<file path="config.mk">
export PLATFORM = sky130hd
export DESIGN_NAME = rc_pkt_sequencer
export DESIGN_NICKNAME = d
export VERILOG_FILES = /design/src/rtl/rc_pkt_sequencer.sv
export SDC_FILE = /design/constraint.sdc
export NUM_CORES = 1
export LEC_CHECK = 0
export ABC_CLOCK_PERIOD_IN_PS = 2000
export CAP_MARGIN = 20
export CELL_PAD_IN_SITES_DETAIL_PLACEMENT = 1
export CELL_PAD_IN_SITES_GLOBAL_PLACEMENT = 2
export CORE_MARGIN = 4
export CORE_UTILIZATION = 32
export CTS_BUF_LIST = sky130_fd_sc_hd__clkbuf_16
export DETAILED_ROUTE_END_ITERATION = 8
export GPL_ROUTABILITY_DRIVEN = 0
export PLACE_DENSITY_LB_ADDON = 0.2
export SLEW_MARGIN = 15
export SYNTH_ARGS = -nofsm -noshare
export SYNTH_HDL_FRONTEND = slang
export SYNTH_SLANG_ARGS = --single-unit
</file>
<file path="constraint.sdc">
create_clock -name clk -period 2 [get_ports clk]
set_clock_uncertainty 0.2 [all_clocks]
set_input_delay 0.3 -clock clk [delete_from_list [all_inputs] [get_ports clk]]
set_output_delay 0.3 -clock clk [all_outputs]
set_load 0.02 [all_outputs]
</file>
<file path="src/rtl/rc_pkt_sequencer.sv">
// Receive-side transaction sequencer for the rc_dpdm decoder: arms the decoder,
// polices SYNC/packet watchdogs, aborts on failure and requests bounded retries.
module rc_pkt_sequencer #(
  parameter int TO_CYCLES  = 255,
  parameter int PKT_CYCLES = 255,
  parameter int MAX_RETRY  = 3,
  parameter int TW         = 8
) (
  input  logic       clk,
  input  logic       rst,
  input  logic       start,
  input  logic       kind,
  input  logic       got_sync,
  input  logic       EOP_error,
  input  logic       pkt_done,
  input  logic       pkt_ok,
  output logic       receive_data,
  output logic       receive_hshake,
  output logic       abort,
  output logic       retry,
  output logic       busy,
  output logic       done,
  output logic [1:0] status,
  output logic [1:0] retry_cnt
);

  localparam logic [2:0] S_IDLE  = 3'd0;
  localparam logic [2:0] S_WAIT  = 3'd1;
  localparam logic [2:0] S_RECV  = 3'd2;
  localparam logic [2:0] S_ABORT = 3'd3;
  localparam logic [2:0] S_RETRY = 3'd4;
  localparam logic [2:0] S_DONE  = 3'd5;

  localparam logic [1:0] ST_OK  = 2'b00;
  localparam logic [1:0] ST_TO  = 2'b01;
  localparam logic [1:0] ST_EOP = 2'b10;
  localparam logic [1:0] ST_CRC = 2'b11;

  localparam logic [TW-1:0] TO_LAST   = TW'(TO_CYCLES - 1);
  localparam logic [TW-1:0] PKT_LAST  = TW'(PKT_CYCLES - 1);
  localparam logic [1:0]    RETRY_MAX = 2'(MAX_RETRY);

  // Watchdog timers hold at all-ones instead of wrapping back to zero.
  function automatic logic [TW-1:0] sat_inc(input logic [TW-1:0] v);
    return (v == {TW{1'b1}}) ? v : v + 1'b1;
  endfunction

  logic [2:0]    state_q, state_d;
  logic          kind_q, kind_d;
  logic [TW-1:0] timer_q, timer_d;
  logic [1:0]    retry_cnt_q, retry_cnt_d;
  logic [1:0]    cause_q, cause_d;
  logic [1:0]    status_q, status_d;

  always_comb begin
    state_d     = state_q;
    kind_d      = kind_q;
    timer_d     = timer_q;
    retry_cnt_d = retry_cnt_q;
    cause_d     = cause_q;
    status_d    = status_q;
    case (state_q)
      S_IDLE: begin
        if (start) begin
          kind_d      = kind;
          timer_d     = '0;
          retry_cnt_d = 2'd0;
          state_d     = S_WAIT;
        end
      end
      S_WAIT: begin
        if (got_sync) begin
          timer_d = '0;
          state_d = S_RECV;
        end else if (timer_q == TO_LAST) begin
          cause_d = ST_TO;
          state_d = S_ABORT;
        end else begin
          timer_d = sat_inc(timer_q);
        end
      end
      S_RECV: begin
        if (EOP_error) begin
          cause_d = ST_EOP;
          state_d = S_ABORT;
        end else if (pkt_done && pkt_ok) begin
          status_d = ST_OK;
          state_d  = S_DONE;
        end else if (pkt_done) begin
          cause_d = ST_CRC;
          state_d = S_ABORT;
        end else if (timer_q == PKT_LAST) begin
          cause_d = ST_TO;
          state_d = S_ABORT;
        end else begin
          timer_d = sat_inc(timer_q);
        end
      end
      S_ABORT: begin
        if (retry_cnt_q < RETRY_MAX) begin
          state_d = S_RETRY;
        end else begin
          status_d = cause_q;
          state_d  = S_DONE;
        end
      end
      S_RETRY: begin
        retry_cnt_d = retry_cnt_q + 2'd1;
        timer_d     = '0;
        state_d     = S_WAIT;
      end
      S_DONE:  state_d = S_IDLE;
      default: state_d = S_IDLE;
    endcase
  end

  // Status is loaded on entry to DONE so it is already valid alongside done.
  always_ff @(posedge clk or posedge rst) begin
    if (rst) begin
      state_q     <= S_IDLE;
      kind_q      <= 1'b0;
      timer_q     <= '0;
      retry_cnt_q <= 2'd0;
      cause_q     <= ST_OK;
      status_q    <= ST_OK;
    end else begin
      state_q     <= state_d;
      kind_q      <= kind_d;
      timer_q     <= timer_d;
      retry_cnt_q <= retry_cnt_d;
      cause_q     <= cause_d;
      status_q    <= status_d;
    end
  end

  logic armed;
  assign armed          = (state_q == S_WAIT) || (state_q == S_RECV);
  assign receive_data   = armed & ~kind_q;
  assign receive_hshake = armed & kind_q;
  assign abort          = (state_q == S_ABORT);
  assign retry          = (state_q == S_RETRY);
  assign busy           = (state_q != S_IDLE);
  assign done           = (state_q == S_DONE);
  assign status         = status_q;
  assign retry_cnt      = retry_cnt_q;

endmodule
</file>
# Word level (Yosys, flattened, before mapping)

Index checks and enable logic that the tools add are counted.

Eq/ne operators: 15
Order comparisons: 1
Add/subtract/negate cells: 2
Bitwise gates (word level): 3
Reductions and logical operators: 13
Mux-type cells: 28

Operator list:

| operator              | count |
|---|---|
| $mux W8               | 7 |
| $pmux W8 S4           | 1 |
| $mux W2               | 9 |
| $mux W3               | 6 |
| $eq A8 B8 Y1 const B  | 2 |
| $pmux W3 S5           | 1 |
| $ne A2 B2 Y1 const B  | 7 |
| $pmux W2 S2           | 3 |
| $add A8 B1 Y8 const B | 1 |
| $eq A3 B2 Y1 const B  | 2 |
| $eq A3 B3 Y1 const B  | 2 |
| $reduce_bool A2 Y1    | 3 |
| $reduce_and A5 Y1     | 1 |
| $reduce_and A2 Y1     | 2 |
| $reduce_and A4 Y1     | 1 |
| $reduce_bool A4 Y1    | 1 |
| $eq A3 B1 Y1 const B  | 1 |
| $logic_not A3 Y1      | 1 |
| $ne A3 B3 Y1 const B  | 1 |
| $reduce_and A3 Y1     | 1 |
| $reduce_bool A3 Y1    | 1 |
| $add A2 B1 Y2 const B | 1 |
| $and A1 B1 Y1         | 2 |
| $lt A2 B2 Y1 const B  | 1 |
| 4 further kinds       | 4 |

Output and inout bits: 10
Logic and storage cells: 68
Bits in registers: 18
Bits of input ports: 8

# Depth between registers and ports, before layout

Gate-level depths: netlist (run 1).

Depth in word-level cells: 7
Mapped depth: 6
Gate-level depth less buffers: 6

# Worst setup path before layout (run 1)

No wires, ideal clock.

Path type: register -> output
Start point: reg state_q[0]
End point: out receive_hshake
Buffers on the path: 2
Cell stages (with the launch flop): 5
Arrival time: 1.367 ns
Path slack: 0.133 ns
Required time: 1.500 ns
Path through: dfrtp_1 buf_2 buf_2 xnor2_1 nor3b_1

Word-level cells in the longest chain between the ends: 3
Elaborated cells between the ends (all ways): 4
Those cells by class: 2 x eq/ne; 1 x bitwise; 1 x reduce/logical

RTL lines:

| what                                         | RTL line | source |
|---|---|---|
| start, declared                              | 48       | `logic [2:0] state_q, state_d;` |
| start signal, assigned                       | 127      | `state_q <= state_d;` |
| $eq A3 B1 Y1 or $eq A3 B2 Y1 (tied branches) | 137      | `assign armed = (state_q == S_WAIT) \|\| (state_q == S_RECV);` |
| $logic_or A1 B1 Y1 *                         | 137      |  |
| $and A1 B1 Y1 *                              | 139      | `assign receive_hshake = armed & kind_q;` |
| end, declared                                | 18       | `output logic receive_hshake,` |

Mark *: on every way between the ends. The rest lies on a longest branch, timed or not.

# Final worst setup path (run 1)

Start point: reg state_q[0]
End point: reg timer_q[7]

Word-level cells in the longest chain between the ends: 3
Elaborated cells between the ends (all ways): 11
Those cells by class: 7 x eq/ne; 1 x mux; 3 x reduce/logical

RTL lines:

| what                                                                | RTL line | source |
|---|---|---|
| $eq A3 B2 Y1 (tied with other cells)                                | 62       | `case (state_q)` |
| $ne A2 B2 Y1 (no source line) or $reduce_bool A4 Y1 (tied branches) | n/a      |  |
| $reduce_and A5 Y1 (no source line)                                  | n/a      |  |
| end signal, assigned                                                | 129      | `timer_q <= timer_d;` |
| end, declared                                                       | 50       | `logic [TW-1:0] timer_q, timer_d;` |

Several ways; a longest one is shown, not always the timed one.
A chain may end at the register's enable or synchronous reset.

==> flow_metrics.env, run 1 <==
export IMPL_grt_max_degree=19
export IMPL_synth_seq_cells=18
export IMPL_core_um2=3420
export IMPL_worst_pin_slew_ns=0.312
export IMPL_finalHoldViolations=0
export IMPL_critPathKind="register to register"
export IMPL_cts_tree="yes"
export IMPL_muxShareOfSynthArea=0.0292
export IMPL_netlist_area_um2=1160
export IMPL_grt_pass1_wl_um=5580
export IMPL_synth_flop_cell="dfrtp_1"
export IMPL_netlist_top_cells_count="18 x dfrtp_1, 11 x o21ai_0, 10 x nand2_1"
export IMPL_via_per_inst=5.27
export IMPL_max_freq_ghz=0.519
export IMPL_critical_path_buf_inv_count=1
export IMPL_syn_area_per_cell_um2=9.26
export IMPL_cts_buffers=3
export IMPL_crit_family="compound AO/OA/AOI/OAI gates"
export IMPL_grt_pass1_vias=1214
export IMPL_cts_root_buf="clkbuf_16"
export IMPL_drtPass1Iterations=4
export IMPL_worst_ep_arrival_time_ns=1.92
export IMPL_netlist_instances=125
export IMPL_start_kind="register"
export IMPL_rsz0062_at_grt="false"
export IMPL_yosys_top_cells_area="dfrtp_1 39%, o21ai_0 4.8%, a22o_1 4.5%"
export IMPL_die_h_um=68.1
export IMPL_crit_fanout=18
export IMPL_syn2layout_area_growth_pct=44.2
export IMPL_synth_edf_count=0
export IMPL_holdBufCountCts=0
export IMPL_power_mw=2.34
export IMPL_dieWidth_um=68.1
export IMPL_synth_top_area_share=0.389
export IMPL_layout_setup_ws_ns=0.0730
export IMPL_cp_slowest_cell="or4b_4"
export IMPL_synthSimpleGateAreaFrac=0.236
export IMPL_cap_violations=0
export IMPL_nNetsFinal=180
export IMPL_dp_hpwl_um=2420
export IMPL_synthXorXnorAreaFrac=0.00757
export IMPL_synth_compound_area_frac=0.257
export IMPL_synthAdderAreaFrac=0.0324
export IMPL_die_area_um2=4640
export IMPL_clk_path_buf_depth=2
export IMPL_drt_total_wl_um=3130
export IMPL_design_area_um2=1670
export IMPL_clkTransAtPathRegs_ns=0.05
export IMPL_drive_above_1_share=0.274
export IMPL_yosysTopAreaCell="dfrtp_1"
export IMPL_grt_use_total=0.158
export IMPL_clock_sinks=18
export IMPL_slew_headroom=0.789
export IMPL_initial_core_util=0.339
export IMPL_synth_top_family_by_area="compound AO/OA/AOI/OAI gates"
export IMPL_port_buffers=17
export IMPL_yosys_warnings=0
export IMPL_final_setup_tns_ns=0
export IMPL_setup_viol=0
export IMPL_period_needed_ns=1.93
export IMPL_drc_errors=0
export IMPL_endpoint_kind="register"
export IMPL_vias=1127
export IMPL_antenna_found_initial=0
export IMPL_ctsHtreeMaxLevel=1
export IMPL_worst_ep_required_time_ns=1.99
export IMPL_cellPowerDensity_nw_per_um2=1400
export IMPL_synth_distinct_cells=43
export IMPL_p_leak_nw=0.793
export IMPL_num_antenna_cells=0
export IMPL_wire_per_inst_um=14.6
export IMPL_yosysMostFrequentCell="dfrtp_1"
export IMPL_synth_net_count=136
export IMPL_io_pins=18
export IMPL_placed_cell_area_um2=1540
export IMPL_detail_route_antenna_nets=0
export IMPL_pre_cts_slack_ns=-0.315
export IMPL_hold_path_class="input pin to async pin"
export IMPL_status="complete, no violations"
export IMPL_slowest_delay_ns=0.51
export IMPL_ys_seq_area_frac=0.389
export IMPL_peakVddDrop_mv=0.610
export IMPL_drv_slew=0
export IMPL_async_reset_ff_frac=1.00
export IMPL_gr_total_overflow=0
export IMPL_worstPathCellList="buf_12, or4b_4, a21oi_4, o311a_1, a221o_2"
export IMPL_finalCritPeriodShare=0.963
export IMPL_num_rows=21
export IMPL_clk_latency_ns=0.25
export IMPL_dr_first_iter_drc_count=39
[logic make-up after synthesis]
family                     count (synthesis)
AOI/OAI and AO/OA                         40
and+or+nand+nor                           47
DFF                                       18
buffers and inverters                     13
xor gates and xnor gates                   1
muxes                                      3
adders and majority gates                  3
[repair_timing]
| action | 4_1_cts | 5_1_grt |
|---|---|---|
| setup endpoints to repair | 12 | 7 |
| setup buffers | 0 | 4 |
| endpoints found under the hold margin | 0 | 0 |
| gates cloned | 0 | 0 |
| pin swaps | 1 | 5 |
| resized for setup | 10 | 8 |
[sequential cells by signal (all words and copies together), names as in the netlist]
register and flops:
cause_q 2, kind_q 1, retry_cnt 2, state_q 3, status 2, timer_q 8
[area by class of cell]
cell class	count	area, um^2
Fill cell	404	1750
Clock inverter	1	3.75
Tap cell	46	57.6
Multi-Input combinational cell	94	674
Sequential cell	18	453
Timing Repair Buffer	43	372
Inverter	9	33.8
Clock buffer	3	75.1
[placed cells by master (no fill, tap or decap), types with 3 or more instances in the layout]
master           instances
a21o_1                   3
a21oi_1                  5
a22o_1                   6
buf_4                   25
clkbuf_16                3
clkdlybuf4s50_1          9
dfrtp_1                 16
dlygate4sd2_1            5
ha_1                     3
inv_1                    9
mux2_2                   3
nand2_1                 10
nand3_1                  6
nand3b_1                 4
nor2_1                   4
nor3_1                   3
o21ai_0                 10
or3_1                    3
[worst reg2reg max path: stages (launching register included)]
cell     delay, ns
dfrtp_2       0.44
buf_12        0.16
or4b_4        0.51
a21oi_4       0.25
o311a_1       0.21
a221o_2       0.11
[routing by layer]
metal / vias to the layer above / global-route usage / part of all wire / wire, um
met3: 5 / 0.0328 / 0.039 / 122
met4: 0 / 0.0372 / 0.0077 / 24
met2: 22 / 0.254 / 0.46 / 1440
li1: 554 / - / - / -
met5: - / 0 / 0 / 0
met1: 546 / 0.217 / 0.49 / 1540
[where the power goes]
| part | switching [mW] | internal, mW | total (mW) |
|---|---|---|---|
| combinational | 0.641 | 0.714 | 1.36 |
| sequential | 0.105 | 0.476 | 0.581 |
| clock | 0.137 | 0.266 | 0.403 |
[metrics by stage]
stage / util / hold slack (ns) / std cells
finish: 0.489 / 0.175 / 214
global route: 0.489 / 0.223 / 214
detailed placement: 0.451 / 0.325 / 206
CTS: 0.475 / 0.191 / 210
global placement: 0.451 / 0.307 / 206
floorplan: - / 0.0386 / 125
[worst paths after layout]
kind	start	endpoint	slack [ns]	cells after the start
max	state_q[0]$_DFFE_PP0P_	timer_q[7]$_DFFE_PP0P_	0.07	5
min	rst	timer_q[1]$_DFFE_PP0P_	0.17	3
max reg2reg	state_q[0]$_DFFE_PP0P_	timer_q[7]$_DFFE_PP0P_	0.07	5
min reg2reg	cause_q[1]$_DFFE_PP0P_	cause_q[1]$_DFFE_PP0P_	0.33	2
max in group asynchronous	rst	state_q[0]$_DFFE_PP0P_	1.20	3
min in group clk	EOP_error	cause_q[0]$_DFFE_PP0P_	0.31	3
Note: power is estimated with default switching activity, not from simulation.
==> inputs of run 2 (changes only) <==
- ABC_AREA: unset -> 0
==> results of run 2 <==
Same layout as run 1: the final DEF is identical, and so are final timing and power.
